[src/rtl/adam_disk_pkg.sv]
// adam_disk_pkg: shared state encoding and sector geometry for the ADAM disk path
package adam_disk_pkg;
    localparam int SECTOR_BYTES = 512;
    localparam int BLOCK_SECTORS = 2;
    localparam int SADDR_W = $clog2(SECTOR_BYTES);
    typedef enum logic [3:0] {
        S_IDLE, S_CHECK, S_LOAD, S_RD_ADDR, S_RD_DATA,
        S_WR_FILL, S_FLUSH, S_FWAIT, S_NEXT, S_FIN
    } state_t;
endpackage

[src/rtl/adam_sector_streamer.sv]
// adam_sector_streamer: one-sector byte streamer between the block FSM and the loader buffer
module adam_sector_streamer
    import adam_disk_pkg::*;
(
    input  logic               clk,
    input  logic               reset_n,
    input  state_t             state,
    input  logic [7:0]         disk_data,
    input  logic               rd_ready,
    input  logic               wr_valid,
    input  logic [7:0]         wr_data,
    output logic [SADDR_W-1:0] disk_addr,
    output logic               disk_wr,
    output logic [7:0]         disk_din,
    output logic               rd_valid,
    output logic [7:0]         rd_data,
    output logic               wr_ready,
    output logic               rd_last,
    output logic               wr_last
);
    localparam logic [SADDR_W-1:0] LAST = SADDR_W'(SECTOR_BYTES - 1);
    logic [SADDR_W:0] cnt;
    assign wr_ready = state == S_WR_FILL && !cnt[SADDR_W];
    assign rd_last  = rd_valid && rd_ready && disk_addr == LAST;
    assign wr_last  = disk_wr && disk_addr == LAST;
    always_ff @(posedge clk) begin
        if (!reset_n) begin
            cnt       <= '0;
            disk_addr <= '0;
            disk_wr   <= 1'b0;
            disk_din  <= '0;
            rd_valid  <= 1'b0;
            rd_data   <= '0;
        end else begin
            disk_wr <= wr_valid && wr_ready;
            if (wr_valid && wr_ready) begin
                disk_din  <= wr_data;
                disk_addr <= cnt[SADDR_W-1:0];
                cnt       <= cnt + 1'b1;
            end
            // first RD_DATA cycle captures the RAM output, later ones hold it until accepted
            if (state == S_RD_DATA) begin
                if (!rd_valid) begin
                    rd_valid <= 1'b1;
                    rd_data  <= disk_data;
                end else if (rd_ready) begin
                    rd_valid  <= 1'b0;
                    disk_addr <= disk_addr + 1'b1;
                end
            end
            if (state != S_RD_ADDR && state != S_RD_DATA && state != S_WR_FILL) begin
                disk_addr <= '0;
                cnt       <= '0;
            end
        end
    end
endmodule

[src/rtl/adam_block_sequencer.sv]
// adam_block_sequencer: splits 1 KB ADAM block requests into two 512-byte loader sector transactions
module adam_block_sequencer
    import adam_disk_pkg::*;
#(
    parameter int unsigned MAX_BLOCKS   = 160,
    parameter int unsigned LOAD_TIMEOUT = 2**20,
    parameter int unsigned FLUSH_WAIT   = 2048
) (
    input  logic               clk,
    input  logic               reset_n,
    input  logic               blk_req,
    input  logic               blk_write,
    input  logic [31:0]        blk_num,
    output logic               blk_busy,
    output logic               blk_done,
    output logic               blk_error,
    output logic               rd_valid,
    output logic [7:0]         rd_data,
    input  logic               rd_ready,
    input  logic               wr_valid,
    input  logic [7:0]         wr_data,
    output logic               wr_ready,
    input  logic               disk_present,
    output logic [31:0]        disk_sector,
    output logic               disk_load,
    input  logic               disk_sector_loaded,
    output logic [SADDR_W-1:0] disk_addr,
    output logic               disk_wr,
    output logic               disk_flush,
    input  logic               disk_error,
    output logic [7:0]         disk_din,
    input  logic [7:0]         disk_data
);
    state_t      state;
    logic        wr_q, h, rd_last, wr_last;
    logic [31:0] num, tmr;
    assign blk_busy    = state != S_IDLE;
    assign disk_load   = state == S_LOAD;
    assign disk_flush  = state == S_FLUSH;
    assign disk_sector = {num[30:0], h};
    adam_sector_streamer u_streamer (
        .clk       (clk),
        .reset_n   (reset_n),
        .state     (state),
        .disk_data (disk_data),
        .rd_ready  (rd_ready),
        .wr_valid  (wr_valid),
        .wr_data   (wr_data),
        .disk_addr (disk_addr),
        .disk_wr   (disk_wr),
        .disk_din  (disk_din),
        .rd_valid  (rd_valid),
        .rd_data   (rd_data),
        .wr_ready  (wr_ready),
        .rd_last   (rd_last),
        .wr_last   (wr_last)
    );
    always_ff @(posedge clk) begin
        if (!reset_n) begin
            state     <= S_IDLE;
            wr_q      <= 1'b0;
            h         <= 1'b0;
            num       <= '0;
            tmr       <= '0;
            blk_done  <= 1'b0;
            blk_error <= 1'b0;
        end else begin
            blk_done  <= 1'b0;
            blk_error <= 1'b0;
            // one timer serves both the load timeout and the post-flush wait
            tmr <= (state == S_LOAD || state == S_FWAIT) ? tmr + 1'b1 : '0;
            case (state)
                S_IDLE: if (blk_req) begin
                    state <= S_CHECK;
                    wr_q  <= blk_write;
                    num   <= blk_num;
                    h     <= 1'b0;
                end
                S_CHECK: if (!disk_present || num >= MAX_BLOCKS) begin
                    blk_error <= 1'b1;
                    state     <= S_IDLE;
                end else state <= wr_q ? S_WR_FILL : S_LOAD;
                S_LOAD: if (disk_error || tmr == LOAD_TIMEOUT - 1) begin
                    blk_error <= 1'b1;
                    state     <= S_IDLE;
                end else if (disk_sector_loaded) state <= S_RD_ADDR;
                S_RD_ADDR: state <= S_RD_DATA;
                S_RD_DATA: if (rd_valid && rd_ready) state <= rd_last ? S_NEXT : S_RD_ADDR;
                S_WR_FILL: if (wr_last) state <= S_FLUSH;
                S_FLUSH:   state <= S_FWAIT;
                S_FWAIT:   if (tmr == FLUSH_WAIT - 1) state <= S_NEXT;
                S_NEXT: if (h == 1'(BLOCK_SECTORS - 1)) state <= S_FIN;
                else begin
                    h     <= 1'b1;
                    state <= wr_q ? S_WR_FILL : S_LOAD;
                end
                S_FIN: begin
                    blk_done <= 1'b1;
                    state    <= S_IDLE;
                end
                default: state <= S_IDLE;
            endcase
        end
    end
endmodule

[config.mk]
export PLATFORM = sky130hd
export DESIGN_NAME = adam_block_sequencer
export DESIGN_NICKNAME = d
export VERILOG_FILES = /design/src/rtl/adam_disk_pkg.sv /design/src/rtl/adam_sector_streamer.sv /design/src/rtl/adam_block_sequencer.sv
export SDC_FILE = /design/constraint.sdc
export NUM_CORES = 1
export LEC_CHECK = 0
export BUFFER_PORTS_ARGS = -buffer_cell sky130_fd_sc_hd__buf_2
export CAP_MARGIN = 20
export CORE_MARGIN = 3
export CORE_UTILIZATION = 35
export CTS_CLUSTER_SIZE = 10
export DETAILED_ROUTE_END_ITERATION = 6
export GPL_TIMING_DRIVEN = 0
export PLACE_DENSITY = 0.54
export SYNTH_ARGS = -nofsm -noshare
export SYNTH_HDL_FRONTEND = slang
export SYNTH_SLANG_ARGS = --single-unit
export TNS_END_PERCENT = 100
[constraint.sdc]
create_clock -name clk -period 2 [get_ports clk]
set_input_delay 0.3 -clock clk [delete_from_list [all_inputs] [get_ports clk]]
set_output_delay 0.3 -clock clk [all_outputs]
set_load 0.01 [all_outputs]
==> out/qor.txt <==
Routed wire length: 13,010 um
DRT Pass-1 Iters: 4
Clk buf depth: 2
Worst-Skew Late Latency: 0.35 ns
Async S/R FF share, synth: 0
Main synth FF type: dfxtp_1
DR DRC count: 0
Total GRT Usage: 0.1646
Most frequent cell after synthesis: nand2_1
Pwr per Cell Area: 1012 mW/mm2
Site Rows: 42
Largest fanout on the critical path: 3
Synth cell count leaders: nand2_1 (115), dfxtp_1 (109), nor2_1 (64)
Post-Syn Area: 0.004959 mm2
Crit-path most repeated cell: and3_4
Worst setup EP type: register
Synth cell types: 55
Vias per cell: 4.957
Synth warnings: 0
Max-Slew Margin vs Limit: 0.6317
Post-route cell area: 0.006406 mm2
Hold Crit Class: in2reg
CTS tree: built
CTS buffer count: 9
Seq/Total Area, Yosys: 0.4401
Mapped Avg Cell Area: 8.278 um2
Initial cell density of the core: 0.3657
Final ANT Viol Nets: 0
Util after Layout: 0.4725
GR Overflow Total: 0
Post-Layout Cell Count: 926
Final setup margin: -0.1549 ns
Layout cells sized above 1: 0.3160
Synth top area share: 0.4401
IO Port Bufs: 121
Hold slack: 0.1791 ns
First-pass GRT wire length: 21,270 um
Worst EP required: 2.25 ns
Sequential cell area: 0.002193 mm2
Peak Freq: 464.1 MHz
Hpwl dp: 9820 um
Cells along the critical path: ha_4, and3_4, and3_4, and3_4, ha_4, nand2_4, a221oi_4, nand3_2, buf_6, a31o_1
Vias: 4,590
Worst Skew: 0.005165 ns
Routed wire length per instance: 14.05 um
Crit path time final: 2.155 ns
Worst Setup Start Kind: register
Slew @ Worst Pin: 0.5483 ns
EDFF count, synth: 0
Largest net degree at the start of global routing: 19
Final Wtd Congestion: 0.8732
Failing checks: setup timing
CP arrival: 2.40 ns
Final period utilization: 1.077
WS Path Type: reg2reg
CP max stage delay: 0.36 ns
Initial DRC count: 225
Leakage: 2.704 nW
Max cap viols: 0
# diodes: 0
Fin. max-slew vios: 0
Post-Place Cells: 896
Nets@finish: 806
Largest cells by area after synthesis: dfxtp_1 (44%), nand2_1 (8.7%), a21oi_1 (5.2%), buf_4 (5.0%), nor2_1 (4.8%)
Clk sinks: 109
Number of fill cells: 1,365
Slowest CP cell: dfxtp_4
Unrepaired setup endpoints after global routing: yes
Die span in x: 125.0 um
Die area: 0.01563 mm2
Worst-path clk slew: 0.07 ns
Crit path max-delay family: simple AND/OR/NAND/NOR gates
Post-synthesis cell count: 599
Hold Violations, Final: 0
Yosys reg bits: 109
Top Ports: 122
Area of the multi-input gates: 0.002521 mm2
Area post-placement: 0.005852 mm2
Worst path bufs/invs: 1
Status: complete, but fails checks
CTS root buffer: clkbuf_16
Core region area: 0.01356 mm2
Area grow syn2layout: 29.19%
Antenna violations before repair: 1
H-tree levels: 3
Vias in the first global route: 4,402
VDD IR max: 0.0004674 V
Yosys top cell by area: dfxtp_1
DIE HEIGHT: 125.0 um
Final setup vio count: 4
Fin Setup TNS: -0.3768 ns
Syn nets: 660
-- final cells by class --
class	count	share of cell area
Tap cell	176	0.03437
Sequential cell	109	0.3424
Clock buffer	9	0.03516
Buffer	60	0.05840
Multi-Input combinational cell	423	0.3936
Timing Repair Buffer	137	0.1139
Inverter	5	0.002930
Clock inverter	7	0.01934
-- cells by family (layout without fill, tap and decap cells) --
kind of cell	count (synthesis)	after routing	synth area share
AO/OA/AOI/OAI	92	92	0.1098
AND/OR/NAND/NOR	284	284	0.2846
XOR/XNOR	33	33	0.05829
adder cells (fa/ha/maj)	4	4	0.01009
flip-flops	109	109	0.4401
multiplexers	10	10	0.02019
buffers and inverters	67	218	0.07696
-- path summary, 6_finish.rpt --
path                                                          start                                   to  slack, ns  cells past startpoint
worst min register to register  u_streamer.disk_din[7]$_SDFFE_PN0P_  u_streamer.disk_din[7]$_SDFFE_PN0P_       0.45                      2
worst min-delay path                                     wr_data[5]  u_streamer.disk_din[5]$_SDFFE_PN0P_       0.18                      3
worst max-delay path             u_streamer.disk_addr[1]$_SDFF_PP0_                state[2]$_SDFFE_PN0P_      -0.15                     10
worst max register to register   u_streamer.disk_addr[1]$_SDFF_PP0_                state[2]$_SDFFE_PN0P_      -0.15                     10
-- worst reg2reg max path: cells and delay by family (launching register included) --
family                     cells  cell delay, ns
AOI/OAI and AO/OA              2            0.51
adders and majority gates      2            0.28
buffers and inverters          1            0.15
DFF                            1            0.36
and+or+nand+nor                5            0.76
-- flip-flops by register name, indices dropped and copies added (netlist names), 4 cells and up --
signal / count
u_streamer.disk_din: 8
state: 4
u_streamer.disk_addr: 9
u_streamer.rd_data: 8
tmr: 32
num: 32
u_streamer.cnt: 10
-- cells in the final DEF (no fill, tap or decap), types with 4 or more instances in the layout --
master,n
a21oi_1,52
xnor2_1,8
o21ai_0,16
nand2b_1,4
a221oi_1,4
and3_1,8
clkbuf_1,11
and4_1,5
inv_1,4
nor3_1,6
nand4_1,10
nand3_1,20
nor2_1,64
nor4_1,11
mux2i_1,10
nand2_1,113
buf_2,126
xor2_1,25
buf_4,48
clkbuf_2,9
or3_1,7
clkbuf_16,9
dfxtp_1,104
-- through the flow --
step	setup WS [ns]	power [mW]
finish	-0.1549	6.481
global route	-0.2121	6.869
CTS	-0.1557	6.488
detailed placement	-0.1814	4.365
global placement	-0.1719	4.341
floorplan	-0.004889	3.784
-- power by group --
group	leakage [nW]	internal (mW)	switching (mW)
clock network	0.166	1.23	0.810
registers	0.886	2.38	0.166
logic	1.65	0.824	1.07
total	2.70	4.43	2.05
-- routing by layer --
layer | global-route usage | vias up | wire length [um]
li1 | - | 2319 | -
met1 | 0.2046 | 2156 | 5866
met2 | 0.2755 | 97 | 6276
met3 | 0.05330 | 16 | 689
met4 | 0.04528 | 2 | 161
met5 | 0 | - | 19
-- timing repair --
action / CTS / global route
endpoints found under the hold margin: 0 / 0
hold buffers: 0 / 0
endpoints found under the setup margin: 19 / 60
setup buffers: 7 / 9
gates resized for setup: 12 / 27
pin swaps: 6 / 12
(Power assumes the default switching activity.)
